==> config.mk <==
export PLATFORM = sky130hd
export DESIGN_NAME = top_fix_case2
export DESIGN_NICKNAME = d
export VERILOG_FILES = /design/src/rtl/top_fix_case2.sv
export SDC_FILE = /design/constraint.sdc
export NUM_CORES = 1
export LEC_CHECK = 0
export CAP_MARGIN = 20
export CORE_MARGIN = 2
export CORE_UTILIZATION = 54
export DETAILED_ROUTE_END_ITERATION = 16
export PLACE_DENSITY_LB_ADDON = 0.15
export SYNTH_ARGS = -nofsm -noshare
export SYNTH_HDL_FRONTEND = slang
export SYNTH_SLANG_ARGS = --single-unit
==> constraint.sdc <==
create_clock -name clk -period 29.6 [get_ports clk]
set_input_delay 7.4 -clock clk [delete_from_list [all_inputs] [get_ports clk]]
set_output_delay 7.4 -clock clk [all_outputs]
set_load 0.1 [all_outputs]
==> src/rtl/top_fix_case2.sv <==
// Hard-decision parity checker for a small binary LDPC-style code.
// Loads an I x J parity-check matrix row by row, then A alpha probability
// columns. It derives a hard decision and a reliability per code bit, then
// walks the check rows one per cycle to build the syndrome and the minimum
// reliability of the bits participating in each row.
module top_fix_case2 #(
    parameter int J = 14,   // code length (columns of H)
    parameter int I = 7,    // check rows
    parameter int A = 2     // alphabet size (alpha beats per frame)
) (
    input  logic             clk,
    input  logic             rst_n,
    input  logic [J-1:0]     H_row,
    input  logic             H_row_tvalid,
    input  logic [J*8-1:0]   alpha_u_col,
    input  logic             alpha_u_col_tvalid,
    input  logic             alpha_u_col_tlast,
    output logic [J-1:0]     hard_dec,
    output logic [I-1:0]     syndrome,
    output logic             parity_ok,
    output logic [I*8-1:0]   row_min_rel,
    output logic             result_valid,
    output logic             busy
);

    localparam int RW = (I > 1) ? $clog2(I) : 1;
    localparam int AW = (A > 1) ? $clog2(A) : 1;

    localparam logic [2:0] S_IDLE       = 3'b000;
    localparam logic [2:0] S_LOAD_H     = 3'b001;
    localparam logic [2:0] S_LOAD_ALPHA = 3'b010;
    localparam logic [2:0] S_COMPUTE    = 3'b011;
    localparam logic [2:0] S_DONE       = 3'b100;

    // Kept under this exact name so it can be observed hierarchically.
    logic [2:0]     state;
    logic [RW-1:0]  r_row_cnt;   // H row being written, or check row being processed
    logic [AW-1:0]  r_beat_cnt;  // alpha column being written

    logic [J-1:0]   r_h     [I];
    logic [7:0]     r_alpha [A][J];

    logic [I-1:0]   r_syn_acc;
    logic [I*8-1:0] r_min_acc;

    logic [J-1:0]   w_hard;
    logic [7:0]     w_rel [J];
    logic [I-1:0]   w_syn_next;
    logic [I*8-1:0] w_min_next;

    // Frame sequencing: load H, load alpha, walk the rows, report.
    // NOTE: every sequential block uses non-blocking assignments so all
    // registers update together from pre-edge values.
    always_ff @(posedge clk or negedge rst_n) begin
        if (!rst_n) begin
            state      <= S_IDLE;
            r_row_cnt  <= '0;
            r_beat_cnt <= '0;
        end else begin
            case (state)
                S_IDLE: begin
                    if (H_row_tvalid) begin
                        r_row_cnt  <= RW'(1);
                        r_beat_cnt <= '0;
                        state      <= (I == 1) ? S_LOAD_ALPHA : S_LOAD_H;
                    end
                end
                S_LOAD_H: begin
                    if (H_row_tvalid) begin
                        if (r_row_cnt == RW'(I - 1)) begin
                            state <= S_LOAD_ALPHA;
                        end else begin
                            r_row_cnt <= r_row_cnt + RW'(1);
                        end
                    end
                end
                S_LOAD_ALPHA: begin
                    if (alpha_u_col_tvalid) begin
                        if (alpha_u_col_tlast || (r_beat_cnt == AW'(A - 1))) begin
                            state     <= S_COMPUTE;
                            r_row_cnt <= '0;
                        end else begin
                            r_beat_cnt <= r_beat_cnt + AW'(1);
                        end
                    end
                end
                S_COMPUTE: begin
                    if (r_row_cnt == RW'(I - 1)) begin
                        state <= S_DONE;
                    end else begin
                        r_row_cnt <= r_row_cnt + RW'(1);
                    end
                end
                S_DONE:  state <= S_IDLE;
                default: state <= S_IDLE;
            endcase
        end
    end

    // H and alpha storage; an early tlast zeroes the columns never sent.
    // NOTE: these arrays are reset explicitly because stale columns must
    // read as zero; that forces flops rather than a RAM macro here.
    always_ff @(posedge clk or negedge rst_n) begin
        if (!rst_n) begin
            for (int i = 0; i < I; i++) begin
                r_h[i] <= '0;
            end
            for (int a = 0; a < A; a++) begin
                for (int j = 0; j < J; j++) begin
                    r_alpha[a][j] <= '0;
                end
            end
        end else begin
            if ((state == S_IDLE) && H_row_tvalid) begin
                r_h[0] <= H_row;
            end else if ((state == S_LOAD_H) && H_row_tvalid) begin
                r_h[r_row_cnt] <= H_row;
            end
            if ((state == S_LOAD_ALPHA) && alpha_u_col_tvalid) begin
                for (int a = 0; a < A; a++) begin
                    if (a == int'(r_beat_cnt)) begin
                        for (int j = 0; j < J; j++) begin
                            r_alpha[a][j] <= alpha_u_col[8*j +: 8];
                        end
                    end else if (alpha_u_col_tlast && (a > int'(r_beat_cnt))) begin
                        for (int j = 0; j < J; j++) begin
                            r_alpha[a][j] <= '0;
                        end
                    end
                end
            end
        end
    end

    // Per-bit argmax (lowest index wins ties) and margin to the runner-up.
    // NOTE: every combinational output gets a default first so no path
    // through the block leaves it unassigned and infers a latch.
    always_comb begin : p_decide
        logic [7:0]    v_best;
        logic [7:0]    v_second;
        logic [AW-1:0] v_idx;
        w_hard = '0;
        w_rel  = '{default: 8'h00};
        for (int j = 0; j < J; j++) begin
            v_best = r_alpha[0][j];
            v_idx  = '0;
            for (int a = 1; a < A; a++) begin
                if (r_alpha[a][j] > v_best) begin
                    v_best = r_alpha[a][j];
                    v_idx  = AW'(a);
                end
            end
            v_second = '0;
            for (int a = 0; a < A; a++) begin
                if ((AW'(a) != v_idx) && (r_alpha[a][j] > v_second)) begin
                    v_second = r_alpha[a][j];
                end
            end
            w_rel[j]  = v_best - v_second;
            w_hard[j] = v_idx[0];
        end
    end

    // Parity and minimum reliability for the row addressed by r_row_cnt,
    // merged into the accumulated results.
    always_comb begin : p_row
        logic [J-1:0] v_h;
        logic [7:0]   v_min;
        v_h   = r_h[r_row_cnt];
        v_min = 8'hFF;
        for (int j = 0; j < J; j++) begin
            if (v_h[j] && (w_rel[j] < v_min)) begin
                v_min = w_rel[j];
            end
        end
        w_syn_next                   = r_syn_acc;
        w_syn_next[r_row_cnt]        = ^(v_h & w_hard);
        w_min_next                   = r_min_acc;
        w_min_next[8*r_row_cnt +: 8] = v_min;
    end

    // Result registers: hard_dec on the first compute edge, the rest on the
    // last one so outputs stay stable until the frame completes.
    always_ff @(posedge clk or negedge rst_n) begin
        if (!rst_n) begin
            r_syn_acc   <= '0;
            r_min_acc   <= '0;
            hard_dec    <= '0;
            syndrome    <= '0;
            row_min_rel <= '0;
            parity_ok   <= 1'b0;
        end else if (state == S_COMPUTE) begin
            r_syn_acc <= w_syn_next;
            r_min_acc <= w_min_next;
            if (r_row_cnt == '0) begin
                hard_dec <= w_hard;
            end
            if (r_row_cnt == RW'(I - 1)) begin
                syndrome    <= w_syn_next;
                row_min_rel <= w_min_next;
                parity_ok   <= ~|w_syn_next;
            end
        end
    end

    assign result_valid = (state == S_DONE);
    assign busy         = (state != S_IDLE);

endmodule

# [Yosys cells after proc, flatten, opt, wreduce, memory -nomap -nowiden]
# Cells that the tools add are included.
[word_totals] elab_cells=321 ff_bits=470 inputBits=131
[op_classes] shift=2 n_reduce_logical=67 add_sub_neg=17 n_mux=100 n_bitwise=18 n_eq_ne=12 n_lt_le_gt_ge=61
[op_table] op="two-way mux 8 bit" count=56
[op_table] op="greater-than comparator 8 bit" count=28
[op_table] op="two-way mux 112 bit" count=2
[op_table] op="greater-than comparator 8 x 1 -> 1 bit, second input constant" count=14
[op_table] op="subtractor 8 bit" count=14
[op_table] op="< comparator 8 bit" count=13
[op_table] op="bitwise mux 98 bit" count=1
[op_table] op="two-way mux 98 bit" count=1
[op_table] op="bitwise mux 56 bit" count=1
[op_table] op="two-way mux 14 bit" count=4
[op_table] op="variable shift 8 x 34 -> 56 bit, first input constant" count=1
[op_table] op="indexed part select 8 x 34 -> 56 bit" count=1
[op_table] op="logical AND 1 bit" count=48
[op_table] op="binary-select mux 14 bit (select 3 bit)" count=1
[op_table] op="demux 14 bit (select 3 bit)" count=1
[op_table] op="negator 6 -> 34 bit" count=1
[op_table] op="two-way mux 3 bit" count=10
[op_table] op="case mux 3 bit (4 select lines)" count=2
[op_table] op="two-way mux 1 bit" count=18
[op_table] op="inverter 1 bit" count=16
[op_table] op="AND 14 bit" count=1
[op_table] op="!= test 2 bit, second input constant" count=7
[op_table] op="XOR reduction 14 bit" count=1
[op_table] op="AND reduction 2 bit" count=5
[op_table] op="25 further kinds" count=30

# [Longest topological paths before layout]
[depth] ltp_word=52 ltp_mapped=166 mapped_depth_nobuf=156

# [Worst setup path before layout]
# No wires, ideal clock.
[synth_path] path_kind="register to register" from="reg r_alpha[97] (netlist bit)" to="reg r_min_acc[37]" required_time_ns=29.470 path_stages_with_launch=151 setup_time_ns=0.130 slack_ns=0.095 arrival_time_ns=29.375 synth_period_minus_slack_ns=29.505 cell_sequence="dfrtp_1 -> ha_1 -> nor2b_1 -> o21a_1 -> o21ai_0 -> nand2b_1 -> a21oi_1 -> nor2_1 -> a211oi_1 -> a21oi_1 -> clkbuf_1 -> nand2_1 -> ha_1 -> nand3_1 -> o22ai_1 -> o21ai_0 -> a21oi_1 -> a211oi_1 -> [115 not listed] -> mux2i_1 -> ha_1 -> a21o_1 -> a21o_1 -> a21oi_1 -> o211ai_1 -> or2_2 -> clkbuf_1 -> nand3_1 -> nand2_1 -> ha_1 -> a21o_1 -> a21o_1 -> a2111oi_0 -> o31ai_2 -> buf_4 -> a32oi_4 -> o21ai_1"
[synth_via] elab_chain_cells=49
[synth_rtl] item="start: declaration" line_no="41" source="logic [7:0] r_alpha [A][J];"
[synth_rtl] item="start signal: indexed assignment" line_no="123" source="r_alpha[a][j] <= alpha_u_col[8*j +: 8];"
[synth_rtl] item="greater-than comparator 8 bit" line_no="148" source="if (r_alpha[a][j] > v_best) begin"
[synth_rtl] item="two-way mux 1 bit" line_no="148"
[synth_rtl] item="logical AND 1 bit" line_no="155" source="if ((AW'(a) != v_idx) && (r_alpha[a][j] > v_second)) begin"
[synth_rtl] item="two-way mux 8 bit" line_no="155"
[synth_rtl] item="greater-than comparator 8 bit" line_no="155"
[synth_rtl] item="logical AND 1 bit" line_no="155"
[synth_rtl] item="two-way mux 8 bit" line_no="155"
[synth_rtl] item="subtractor 8 bit (*)" line_no="159" source="w_rel[j] = v_best - v_second;"
[synth_rtl] item="[33 not listed]"
[synth_rtl] item="< comparator 8 bit" line_no="172" source="if (v_h[j] && (w_rel[j] < v_min)) begin"
[synth_rtl] item="logical AND 1 bit" line_no="172"
[synth_rtl] item="two-way mux 8 bit (*)" line_no="172"
[synth_rtl] item="< comparator 8 bit" line_no="172"
[synth_rtl] item="logical AND 1 bit" line_no="172"
[synth_rtl] item="two-way mux 8 bit (*)" line_no="172"
[synth_rtl] item="indexed part select 8 x 34 -> 56 bit (*)" line_no="179" source="w_min_next[8*r_row_cnt +: 8] = v_min;"
[synth_rtl] item="bitwise mux 56 bit (*)" line_no="179"
[synth_rtl] item="end signal: assignment" line_no="194" source="r_min_acc <= w_min_next;"
[synth_rtl] item="end: declaration" line_no="44" source="logic [I*8-1:0] r_min_acc;"
# Every way passes the cells marked *; elsewhere a longest branch is shown, timed or not.
# A chain may end at the register's enable or synchronous reset.

# [Worst setup path in the final report]
[layout_path] from="reg r_alpha[209] (netlist bit)" to="reg r_min_acc[39]"
# Same word-level chain as after synthesis.

==> out/metrics.sh <==
DESIGN.DIE.AREA_UM2=66080
PLACE.DETAILED.INSTANCES=4723
YOSYS_MOST_USED_DFF='sky130_fd_sc_hd__dfrtp_1'
PATH_TYPE_OF_THE_WORST_MIN_DELAY_PATH='reg2reg'
UNIQUE_CELL_TYPE_COUNT_IN_THE_YOSYS_NETLIST=103
POSTSYNTHNETCOUNT=4286
VIAS=28560
POST-ROUTE-DRC-COUNT=0
FIN_CRIT_NS=28.03
GRT_START_MAX_NET_PINS=188
SYNTH_REGISTER_BITS=470
CTSHOLDBUFFERS=0
CELL_ROW_COUNT=92
SYNTH_EDF_COUNT=0
ASYNCSETRESETFLOPFRACSYNTH_PCT=100.0
SYNTH_TOP_CELLS_BY_AREA='sky130_fd_sc_hd__dfrtp_1, sky130_fd_sc_hd__ha_1, sky130_fd_sc_hd__nand2_1'
SYNTH_CELLS=3743
CPPEAKSTAGEDELAY_NS=0.42
TOTAL_ROUTED_WIRE_LENGTH_ON_THE_MET1_LAYER_MM=41.80
POST_ROUTE_CELLS_DRIVE_ABOVE_1_SHARE_PCT=11.74
WORST_EP_REQUIRED_TIME_NS=30.13
STARTPOINT_TYPE='register'
CTS-HTREE-LEVELS=2
TIMING.FMAX_MHz=35.67
VIAS_PER_CELL=5.876
DETAILEDROUTE.FIRSTITERATIONVIOLATIONS=1927
PORT_BUFFERS=210
SETUP.WORST_PATH.END_CLASS='register'
STATUS='complete, no violations'
CLK-INSERTION-DELAY-LATE_NS=0.67
FINALCLOCKSKEW_NS=0.06318
CP_TOP_FAMILY='compound AO/OA/AOI/OAI gates'
GR-TOTAL-OVERFLOW=0
DIE_W_UM=257.1
DRTPASS1ITERATIONS=6
GP_ROUTABILITY_CONGESTION=0.9048
DRTANTENNAVIOLNETS=0
TIMING.FINAL.HOLD_VIOLATIONS=0
TIMING_WORST_SETUP_PATH_TYPE='reg2reg'
FINAL.PERIOD_UTILIZATION_PCT=94.71
TRITONCTS='done'
POST_SYNTH_INSTANCE_AREA_UM2=34580
CLKSLEWWORSTSETUPHOLDPATHS_NS=0.06
AVGSYNTHCELLAREA_UM2=9.239
CRITPATHMOSTFREQUENTCELL='sky130_fd_sc_hd__a21o_1'
GRT_UTIL_ALL_LAYERS_PCT=26.96
ANTENNA_VIOLATIONS_BEFORE_REPAIR=7
WORST_PATH_MAX_DELAY_CELL='sky130_fd_sc_hd__or3_4'
FIRST_PASS_GRT_WIRE_LENGTH_MM=147.2
IO_PINS=211
ROOT_BUFFER='sky130_fd_sc_hd__clkbuf_16'
MAXSLEWVIOLCOUNT=0
NETLIST.TOP_CELL.BY_AREA='sky130_fd_sc_hd__dfrtp_1'
CRIT_BUF_INV=17
YOSYSTOPAREACELLSHARE_PCT=34.01
YOSYSWARNINGCOUNT=0
FINAL_CELLS=4861
CTS_BUFFERS=55
TIMING.SLEW.HEADROOM_PCT=22.09
PLACE.DETAILED.HPWL_MM=63.98
CRIT_FANOUT=11
MAX-CLOCK-PATH-BUFFERS=3
AREA.GROWTH.SYNTH_TO_FINAL_PCT=16.72
WORST_EP_ARRIVAL_TIME_NS=28.56
FINALSETUPVIOLATIONS=0
MAXCAPVIOLCOUNT=0
TOPROUTINGLAYERUSED='met5'
ROUTE.MET3.WL_MM=4.296
NUM_CLOCK_SINKS=470
DR_WL_MET2_MM=41.81
FP.COREAREA_UM2=63200
SEQUENTIAL_ELEMENT_SHARE_OF_THE_SYNTHESIZED_AREA_PCT=34.01
VERTICAL_EXTENT_OF_THE_DIE_UM=257.1
TOTAL_NUMBER_OF_NETS_IN_THE_FINAL_DESIGN=4508
TOTALWIRELENGTH_MM=89.79
START_UTIL_PCT=54.72
FIRST_GLOBAL_VIAS=28350
WORST_SLEW_PIN_TRAN_NS=1.169
ROUTE.DETAILED.WL_PER_INST_UM=18.47
-- flip-flops by register name, summed over array words and instances (netlist names) --
name,count
state,3
row_min_rel,56
hard_dec,14
r_beat_cnt,1
r_alpha,224
r_h,98
r_syn_acc,7
r_min_acc,56
parity_ok,1
syndrome,7
r_row_cnt,3
-- worst register-to-register path: cells and delay by family, from the launching register on --
kind / cells / cell delay, ns
AND/OR/NAND/NOR: 41 / 6.48
multiplexers: 6 / 1.73
buffers and inverters: 17 / 2.11
adder cells (fa/ha/maj): 16 / 4.41
flip-flops: 1 / 0.37
AO/OA/AOI/OAI: 72 / 12.49
XOR/XNOR: 2 / 0.29
-- through the flow --
stage | instance area (um^2) | hold WS (ns) | utilization [%] | setup WS, ns | TNS, ns
6_report | 40360 | 0.4753 | 63.87 | 1.566 | 0
3_5_place_dp | 37710 | 0.4576 | 59.68 | -0.8759 | -67.08
4_1_cts | 39720 | 0.4796 | 62.85 | 0.007891 | 0
2_1_floorplan | 34580 | 0.4386 | - | 0.09485 | 0
3_3_place_gp | 37700 | 0.4605 | 59.66 | 0.02844 | 0
5_1_grt | 40360 | 0.4959 | 63.87 | -0.1472 | -9.712
-- final cells by class --
cell class,count,area [um^2]
Clock inverter,28,410.4
Tap cell,846,1059
Sequential cell,470,11760
Fill cell,5337,22830
Clock buffer,76,1545
Inverter,237,889.6
Timing Repair Buffer,301,2887
Multi-Input combinational cell,2900,21800
Antenna cell,3,7.507
-- worst paths after layout --
check	start	cells past startpoint	end	slack [ns]
setup reg to reg	r_alpha[209]	154	r_min_acc[39]	1.57
hold reg to reg	r_min_acc[4]	2	r_min_acc[4]	0.48
min in group asynchronous	rst_n	1	r_alpha[65]	6.79
max in group asynchronous	rst_n	2	row_min_rel[48]	21.21
hold / removal	r_min_acc[4]	2	r_min_acc[4]	0.48
setup / recovery	r_alpha[209]	154	r_min_acc[39]	1.57
-- cells in the final DEF, fill, tap and decap left out, types with 67 or more instances in the layout --
cell type,instances
sky130_fd_sc_hd__nor2_1,133
sky130_fd_sc_hd__clkdlybuf4s50_1,209
sky130_fd_sc_hd__a22o_1,114
sky130_fd_sc_hd__ha_1,398
sky130_fd_sc_hd__xnor2_1,70
sky130_fd_sc_hd__nor2b_1,67
sky130_fd_sc_hd__buf_4,80
sky130_fd_sc_hd__a21oi_1,146
sky130_fd_sc_hd__dfrtp_1,468
sky130_fd_sc_hd__mux2_2,147
sky130_fd_sc_hd__a21boi_0,88
sky130_fd_sc_hd__nand2_1,474
sky130_fd_sc_hd__inv_1,234
sky130_fd_sc_hd__a21o_1,132
sky130_fd_sc_hd__o21ai_0,295
-- logic make-up after synthesis --
kind of cell               count (synthesis)  share of synthesized area [%]
AOI/OAI and AO/OA                       1173                          23.23
and+or+nand+nor                          980                          13.32
DFF                                      470                          34.01
adders and majority gates                414                          15.27
buffers and inverters                    376                          4.255
muxes                                    218                          7.084
xor gates and xnor gates                 112                          2.837
-- synth_stat cells, types with 9 or more instances --
cell                         n
sky130_fd_sc_hd__a211o_1     9
sky130_fd_sc_hd__a211oi_1   34
sky130_fd_sc_hd__a21boi_0   91
sky130_fd_sc_hd__a21o_1    132
sky130_fd_sc_hd__a21oi_1   156
sky130_fd_sc_hd__a221o_1    10
sky130_fd_sc_hd__a22o_1    114
sky130_fd_sc_hd__a22oi_1    33
sky130_fd_sc_hd__a31oi_1    37
sky130_fd_sc_hd__and2_1     37
sky130_fd_sc_hd__and3_1     14
sky130_fd_sc_hd__buf_1      15
sky130_fd_sc_hd__buf_2      15
sky130_fd_sc_hd__clkbuf_1  101
sky130_fd_sc_hd__dfrtp_1   470
sky130_fd_sc_hd__fa_1       14
sky130_fd_sc_hd__ha_1      398
sky130_fd_sc_hd__inv_1     235
sky130_fd_sc_hd__mux2_2    147
sky130_fd_sc_hd__mux2i_1    60
sky130_fd_sc_hd__nand2_1   477
sky130_fd_sc_hd__nand2b_1   62
sky130_fd_sc_hd__nand3_1    60
sky130_fd_sc_hd__nand4_1    42
sky130_fd_sc_hd__nor2_1    137
sky130_fd_sc_hd__nor2b_1    68
sky130_fd_sc_hd__nor3_1     22
sky130_fd_sc_hd__o21a_1     30
sky130_fd_sc_hd__o21ai_0   306
sky130_fd_sc_hd__o21ai_1    32
sky130_fd_sc_hd__o21bai_1   15
sky130_fd_sc_hd__o22ai_1    35
sky130_fd_sc_hd__o31ai_1    36
sky130_fd_sc_hd__o31ai_2    12
sky130_fd_sc_hd__xnor2_1    70
sky130_fd_sc_hd__xor2_1     42
-- layer usage --
| metal | GRT usage [%] | up-vias |
|---|---|---|
| li1 | - | 14030 |
| met1 | 37.67 | 13760 |
| met2 | 44.38 | 641 |
| met3 | 3.546 | 124 |
| met4 | 6.541 | 10 |
| met5 | 0 | - |
-- repair_timing --
| action | CTS | global route |
|---|---|---|
| pin swaps | 2 | 20 |
| endpoints found under the setup margin | 104 | 104 |
| gates resized for setup | 11 | 87 |
| buffers inserted | 1 | 24 |
| gates cloned | 0 | 3 |
| endpoints found under the hold margin | 0 | 0 |
Power is left out: the tool's default activity adds up to more than one toggle a clock period on the data nets, which glitch-free logic cannot reach.
